$ cat src/rtl/sos_stream_driver.sv
// sos_stream_driver: initiator-side driver for one biquad SOS stage.
// Buffers Q2.14 samples in a small FIFO. Issues them to the stage one at a
// time and returns each result on a valid/ready sink. Holds the stage
// coefficients in a double-buffered bank that swaps only between samples.
// Optional feature macro: SOS_DRV_TIMEOUT_EN. When it is defined, WAIT
// abandons a sample after TIMEOUT cycles without a result.
`timescale 1ns/1ps
module sos_stream_driver #(
  parameter int DATA_W     = 16,
  parameter int FIFO_DEPTH = 4,
  parameter int TIMEOUT    = 31
) (
  input  logic              clk,
  input  logic              rst_n,
  input  logic              s_valid,
  output logic              s_ready,
  input  logic [DATA_W-1:0] s_data,
  input  logic              coef_wr,
  input  logic [2:0]        coef_addr,
  input  logic [DATA_W-1:0] coef_wdata,
  input  logic              coef_commit,
  output logic              stg_valid,
  output logic [DATA_W-1:0] stg_data,
  output logic [DATA_W-1:0] stg_b0,
  output logic [DATA_W-1:0] stg_b1,
  output logic [DATA_W-1:0] stg_b2,
  output logic [DATA_W-1:0] stg_a1,
  output logic [DATA_W-1:0] stg_a2,
  input  logic              res_valid,
  input  logic [DATA_W-1:0] res_data,
  output logic              m_valid,
  input  logic              m_ready,
  output logic [DATA_W-1:0] m_data,
  output logic              busy,
  output logic              timeout_err,
  output logic              proto_err,
  input  logic              err_clr
);

  localparam int AW = $clog2(FIFO_DEPTH);

  // Catch illegal configurations at elaboration time.
  if (FIFO_DEPTH < 2 || (FIFO_DEPTH & (FIFO_DEPTH - 1)) != 0 || TIMEOUT < 1) begin : g_bad_param
    $error("sos_stream_driver: FIFO_DEPTH must be a power of 2 >= 2 and TIMEOUT >= 1");
  end

  typedef enum logic [1:0] {IDLE, ISSUE, WAIT} state_t;

  state_t            state;
  logic [DATA_W-1:0] fifo_mem [FIFO_DEPTH];
  logic [AW-1:0]     wr_ptr, rd_ptr;
  logic [AW:0]       count;
  logic              fifo_empty, fifo_full, push, pop;
  logic [DATA_W-1:0] shadow [5];
  logic [DATA_W-1:0] shadow_next [5];
  logic [DATA_W-1:0] active [5];
  logic              commit_pending;
  logic              start_issue;
  logic              proto_set;

  assign fifo_empty = (count == '0);
  assign fifo_full  = (count == (AW+1)'(FIFO_DEPTH));
  // s_ready depends only on the registered fill level, so a same-cycle pop never re-opens a full FIFO.
  assign s_ready    = !fifo_full;
  assign push       = s_valid && !fifo_full;
  assign pop        = (state == ISSUE);
  assign busy       = (state != IDLE) || !fifo_empty;

  // The sink must be free (or freeing this cycle) before another sample may start.
  assign start_issue = (state == IDLE) && !fifo_empty && (!m_valid || m_ready);
  assign proto_set   = res_valid && (state != WAIT);

  assign stg_b0 = active[0];
  assign stg_b1 = active[1];
  assign stg_b2 = active[2];
  assign stg_a1 = active[3];
  assign stg_a2 = active[4];

  // FIFO storage and pointers; pointers wrap naturally because the depth is a power of 2.
  // NOTE: the sample storage has no reset; the fill count alone says which entries are valid.
  always_ff @(posedge clk) begin
    if (push) fifo_mem[wr_ptr] <= s_data;
    if (!rst_n) begin
      wr_ptr <= '0;
      rd_ptr <= '0;
      count  <= '0;
    end else begin
      // NOTE: state registers use non-blocking assignments so every block samples pre-edge values.
      if (push) wr_ptr <= wr_ptr + 1'b1;
      if (pop)  rd_ptr <= rd_ptr + 1'b1;
      case ({push, pop})
        2'b10:   count <= count + 1'b1;
        2'b01:   count <= count - 1'b1;
        default: count <= count;
      endcase
    end
  end

  // Next shadow bank: this cycle's write applied, so a same-cycle commit includes it.
  // NOTE: the whole array gets a default first, so no latch is inferred for unwritten entries.
  always_comb begin
    shadow_next = shadow;
    if (coef_wr) begin
      case (coef_addr)
        3'd0:    shadow_next[0] = coef_wdata;
        3'd1:    shadow_next[1] = coef_wdata;
        3'd2:    shadow_next[2] = coef_wdata;
        3'd3:    shadow_next[3] = coef_wdata;
        3'd4:    shadow_next[4] = coef_wdata;
        default: ;
      endcase
    end
  end

  // Shadow bank register; it resets to the passthrough set (b0 = 1.0).
  always_ff @(posedge clk) begin
    if (!rst_n) begin
      shadow[0] <= DATA_W'(16'h4000);
      for (int k = 1; k < 5; k++) shadow[k] <= '0;
    end else begin
      shadow <= shadow_next;
    end
  end

`ifdef SOS_DRV_TIMEOUT_EN
  localparam int CW = $clog2(TIMEOUT + 1);
  logic [CW-1:0] tmo_cnt;
  logic          tmo_set;
  assign tmo_set = (state == WAIT) && !res_valid && (tmo_cnt == CW'(TIMEOUT - 1));
`else
  assign timeout_err = 1'b0;
`endif

  // Issue/wait FSM; it also owns the active coefficients, the output registers and the sticky error flags.
  always_ff @(posedge clk) begin
    if (!rst_n) begin
      state          <= IDLE;
      stg_valid      <= 1'b0;
      stg_data       <= '0;
      m_valid        <= 1'b0;
      m_data         <= '0;
      proto_err      <= 1'b0;
      commit_pending <= 1'b0;
      active[0]      <= DATA_W'(16'h4000);
      for (int k = 1; k < 5; k++) active[k] <= '0;
`ifdef SOS_DRV_TIMEOUT_EN
      tmo_cnt        <= '0;
      timeout_err    <= 1'b0;
`endif
    end else begin
      stg_valid <= 1'b0;
      if (m_valid && m_ready) m_valid <= 1'b0;
      // A set in the same cycle as err_clr wins.
      proto_err <= proto_set || (proto_err && !err_clr);
`ifdef SOS_DRV_TIMEOUT_EN
      timeout_err <= tmo_set || (timeout_err && !err_clr);
`endif
      // A commit arriving on the swap edge is taken by that swap instead of staying pending.
      if (start_issue)      commit_pending <= 1'b0;
      else if (coef_commit) commit_pending <= 1'b1;

      case (state)
        IDLE: begin
          if (start_issue) begin
            state <= ISSUE;
            if (commit_pending || coef_commit) active <= shadow_next;
          end
        end
        ISSUE: begin
          stg_valid <= 1'b1;
          stg_data  <= fifo_mem[rd_ptr];
          state     <= WAIT;
`ifdef SOS_DRV_TIMEOUT_EN
          tmo_cnt   <= '0;
`endif
        end
        WAIT: begin
          if (res_valid) begin
            m_data  <= res_data;
            m_valid <= 1'b1;
            state   <= IDLE;
          end
`ifdef SOS_DRV_TIMEOUT_EN
          else if (tmo_set) begin
            state <= IDLE;
          end else begin
            tmo_cnt <= tmo_cnt + 1'b1;
          end
`endif
        end
        default: state <= IDLE;
      endcase
    end
  end

endmodule

$ cat config.mk
export PLATFORM = sky130hd
export DESIGN_NAME = sos_stream_driver
export DESIGN_NICKNAME = d
export VERILOG_FILES = /design/src/rtl/sos_stream_driver.sv
export SDC_FILE = /design/constraint.sdc
export NUM_CORES = 1
export LEC_CHECK = 0
export ABC_AREA = 1
export BUFFER_PORTS_ARGS = -buffer_cell sky130_fd_sc_hd__clkbuf_2
export CAP_MARGIN = 20
export CORE_MARGIN = 1
export CORE_UTILIZATION = 47
export CTS_BUF_LIST = sky130_fd_sc_hd__clkbuf_4 sky130_fd_sc_hd__clkbuf_8
export DETAILED_ROUTE_END_ITERATION = 8
export MAX_ROUTING_LAYER = met4
export PLACE_DENSITY = 0.69
export SYNTH_ARGS = -nofsm -noshare
export SYNTH_HDL_FRONTEND = slang
export SYNTH_SLANG_ARGS = --single-unit
$ cat constraint.sdc
create_clock -name clk -period 2.28 [get_ports clk]
set_input_delay 0 -clock clk [delete_from_list [all_inputs] [get_ports clk]]
set_output_delay 0 -clock clk [all_outputs]
set_load 0.03 [all_outputs]
==> impl_metrics.env <==
export IMPL_die_y_um=154
export IMPL_dp_slack_ns=0.391
export IMPL_multiInputGateArea_um2=3680
export IMPL_leakage_nw=6.43
export IMPL_top_layer_used="met4"
export IMPL_post_cts_setup_buffers=0
export IMPL_numPortBuffers=175
export IMPL_yosysWarnings=0
export IMPL_initial_utilization=0.478
export IMPL_grt_pass1_wl_mm=40.9
export IMPL_worst_slack_ns=0.388
export IMPL_die_w_um=154
export IMPL_max_cap_viol_count=0
export IMPL_hp_class="in -> reg"
export IMPL_startpoint_type="flop"
export IMPL_ys_seq_area_frac=0.558
export IMPL_wl_mm=25.2
export IMPL_antenna_cells=0
export IMPL_wl_met2_mm=11.6
export IMPL_wl_met1_mm=11.6
export IMPL_switching_power_w=0.00695
export IMPL_comb_power_share=0.378
export IMPL_grt_use_total=0.223
export IMPL_ant_nets=0
export IMPL_rsz0062_at_grt="no"
export IMPL_power_density_nw_per_um2=1300
export IMPL_rows=55
export IMPL_synth_cell_area_um2=10800
export IMPL_ys_seq_elements=269
export IMPL_final_cells=1930
export IMPL_syn_to_final_growth_pct=23.5
export IMPL_critPathMaxFanout=9
export IMPL_synth_fp_nets=1452
export IMPL_finalMaxSlewViolations=0
export IMPL_fin_skew_ns=0.0213
export IMPL_place_inst=1798
export IMPL_grt_start_max_net_pins=53
export IMPL_worstMarginPinSlew_ns=0.723
export IMPL_routed_wl_met3_mm=1.34
export IMPL_clock_power_share=0.249
export IMPL_required_ns=2.71
export IMPL_synth_distinct_cells=28
export IMPL_design_core_area_um2=22600
export IMPL_finalCritPeriodShare=0.830
export IMPL_fill_cells=2076
export IMPL_cts_made_buffers=45
export IMPL_cts_tree="done"
export IMPL_post_route_drc_count=0
export IMPL_drtPass1Iterations=5
export IMPL_clock_sinks=269
export IMPL_die_area_um2=23600
export IMPL_fmax_mhz=529
export IMPL_grt_pass1_vias=8379
export IMPL_hold_viol_final=0
export IMPL_nets=1677
export IMPL_syn_area_per_cell_um2=7.78
export IMPL_cts_reportedPaths_clkPinSlew_ns=0.06
export IMPL_finalSetupViolCount=0
export IMPL_max_slew_margin=0.517
export IMPL_hold_ws_ns=0.0267
export IMPL_peakVddDrop_v=0.000802
export IMPL_cts_htree_levels=2
export IMPL_via_count=8938
export IMPL_avgViaCountPerCell=4.63
export IMPL_antenna_found_initial=0
export IMPL_setup_tns_final_ns=0
export IMPL_outcome="complete, no violations"
export IMPL_final_min_clock_period_ns=1.89
export IMPL_sw_frac_of_total=0.402
export IMPL_place_congestion=0.785
export IMPL_clk_latency_ns=0.54
export IMPL_wl_per_cell_um=13.0
export IMPL_place_hpwl_mm=15.7
export IMPL_clockBufferDepth=3
export IMPL_drt_iter0_markers=558
export IMPL_crit_type="reg -> reg"
export IMPL_cp_arrival_ns=2.32
export IMPL_ff_latch_area_um2=6030
export IMPL_final_util=0.591
export IMPL_layout_drive_gt1_share=0.179
export IMPL_pin_count=177
export IMPL_syn_inst=1387
export IMPL_end_kind="flop"
export IMPL_root_buffer="clkbuf_8"
export IMPL_seqPwrFrac=0.373
export IMPL_grt_overflow=0
export IMPL_p_int_w=0.0104
==> flip-flops by register name, summed over array words and instances, names as in the netlist <==
register,cells
stg_b0,16
stg_b2,16
stg_b1,16
proto_err,1
count,3
m_data,16
stg_a2,16
stg_a1,16
commit_pending,1
stg_data,16
shadow,80
state,2
fifo_mem,64
m_valid,1
wr_ptr,2
rd_ptr,2
stg_valid,1
==> critical path, cell delays in order, from the launching register on <==
cell     delay (ns)
dfxtp_1        0.32
nor2_1         0.14
nand2_1        0.09
nand2_1        0.21
ha_1           0.22
inv_1          0.07
fa_1           0.38
nand2_1        0.08
nand3_1        0.08
o21ai_0        0.15
a21oi_1        0.05
==> worst paths after layout <==
| path | startpoint | endpoint | slack, ns | depth (start not counted) |
|---|---|---|---|---|
| max | count[1] | count[2] | 0.39 | 10 |
| min | res_valid | m_data[7] | 0.03 | 3 |
| max reg2reg | count[1] | count[2] | 0.39 | 10 |
| min reg2reg | m_data[8] | m_data[8] | 0.46 | 2 |
==> Yosys cell counts <==
| master | instances | area share |
|---|---|---|
| nor2_1 | 250 | 0.087 |
| edfxtp_1 | 64 | 0.18 |
| ha_1 | 5 | 0.0058 |
| dfxtp_1 | 205 | 0.38 |
| clkinv_1 | 1 | 0.00035 |
| buf_1 | 4 | 0.0014 |
| buf_2 | 35 | 0.016 |
| or2_2 | 1 | 0.00058 |
| xor2_1 | 1 | 0.00081 |
| conb_1 | 1 | 0.00035 |
| nand2_1 | 352 | 0.12 |
| o21ai_0 | 40 | 0.019 |
| nand3_1 | 52 | 0.024 |
| inv_2 | 5 | 0.0017 |
| a21oi_1 | 24 | 0.011 |
| clkbuf_2 | 1 | 0.00046 |
| nor2_2 | 5 | 0.0029 |
| nor2_4 | 2 | 0.0021 |
| nor3_1 | 1 | 0.00046 |
| clkbuf_1 | 25 | 0.0087 |
| fa_1 | 1 | 0.0019 |
| nand2_2 | 4 | 0.0023 |
| and2_1 | 47 | 0.027 |
| buf_4 | 1 | 0.00070 |
| o211ai_1 | 16 | 0.011 |
| buf_6 | 5 | 0.0052 |
| inv_1 | 192 | 0.067 |
| o21ai_1 | 47 | 0.022 |
==> final cells by class <==
cell class | instances | area share
multi-input combinational | 849 | 0.276
timing repair buffer | 249 | 0.120
sequential | 269 | 0.452
inverter | 198 | 0.0557
tap | 285 | 0.0267
clock buffer | 77 | 0.0678
clock inverter | 3 | 0.00169
==> logic make-up after synthesis <==
group	count (synthesis)	synth area share
AND/OR/NAND/NOR	714	0.269
buffers and inverters	269	0.102
flip-flops	269	0.558
AO/OA/AOI/OAI	127	0.0626
adder cells (fa/ha/maj)	6	0.00765
XOR/XNOR	1	0.000811
other	1	0.000347
==> power by group through the flow <==
| stage | clock, W | combinational (W) | sequential, W |
|---|---|---|---|
| after floorplan | 0 | 0.00324 | 0.00808 |
| after global placement | 0 | 0.00640 | 0.00653 |
| after global routing | 0.00463 | 0.00738 | 0.00656 |
| after detailed placement | 0 | 0.00647 | 0.00655 |
| final | 0.00431 | 0.00653 | 0.00646 |
| after CTS | 0.00441 | 0.00659 | 0.00646 |
==> layer usage <==
layer,vias up,track usage
met1,3986,0.285
met2,224,0.353
li1,4668,-
met4,0,0.0824
met5,-,-
met3,60,0.0406
==> placed cells by master, fill, tap and decap left out, types with 47 or more instances in the layout <==
cell type and n:
clkbuf_2 174, nand2_1 352, dfxtp_1 205, o21ai_1 47, nor2_1 250, and2_1 47
dlygate4sd3_1 52, nand3_1 52, clkbuf_8 52, edfxtp_1 64, inv_1 192
==> through the flow <==
| step | cell area [µm²] | power [W] |
|---|---|---|
| after global routing | 13300 | 0.0186 |
| after CTS | 13300 | 0.0175 |
| after global placement | 11900 | 0.0129 |
| after floorplan | 10800 | 0.0113 |
| after detailed placement | 11900 | 0.0130 |
| final | 13300 | 0.0173 |
==> timing repair <==
action                                 in CTS  in global routing
resized for setup                           0                  0
endpoints found under the hold margin     147                  0
hold buffers                               52                  0
No activity file was read; power rests on OpenSTA's default activity.
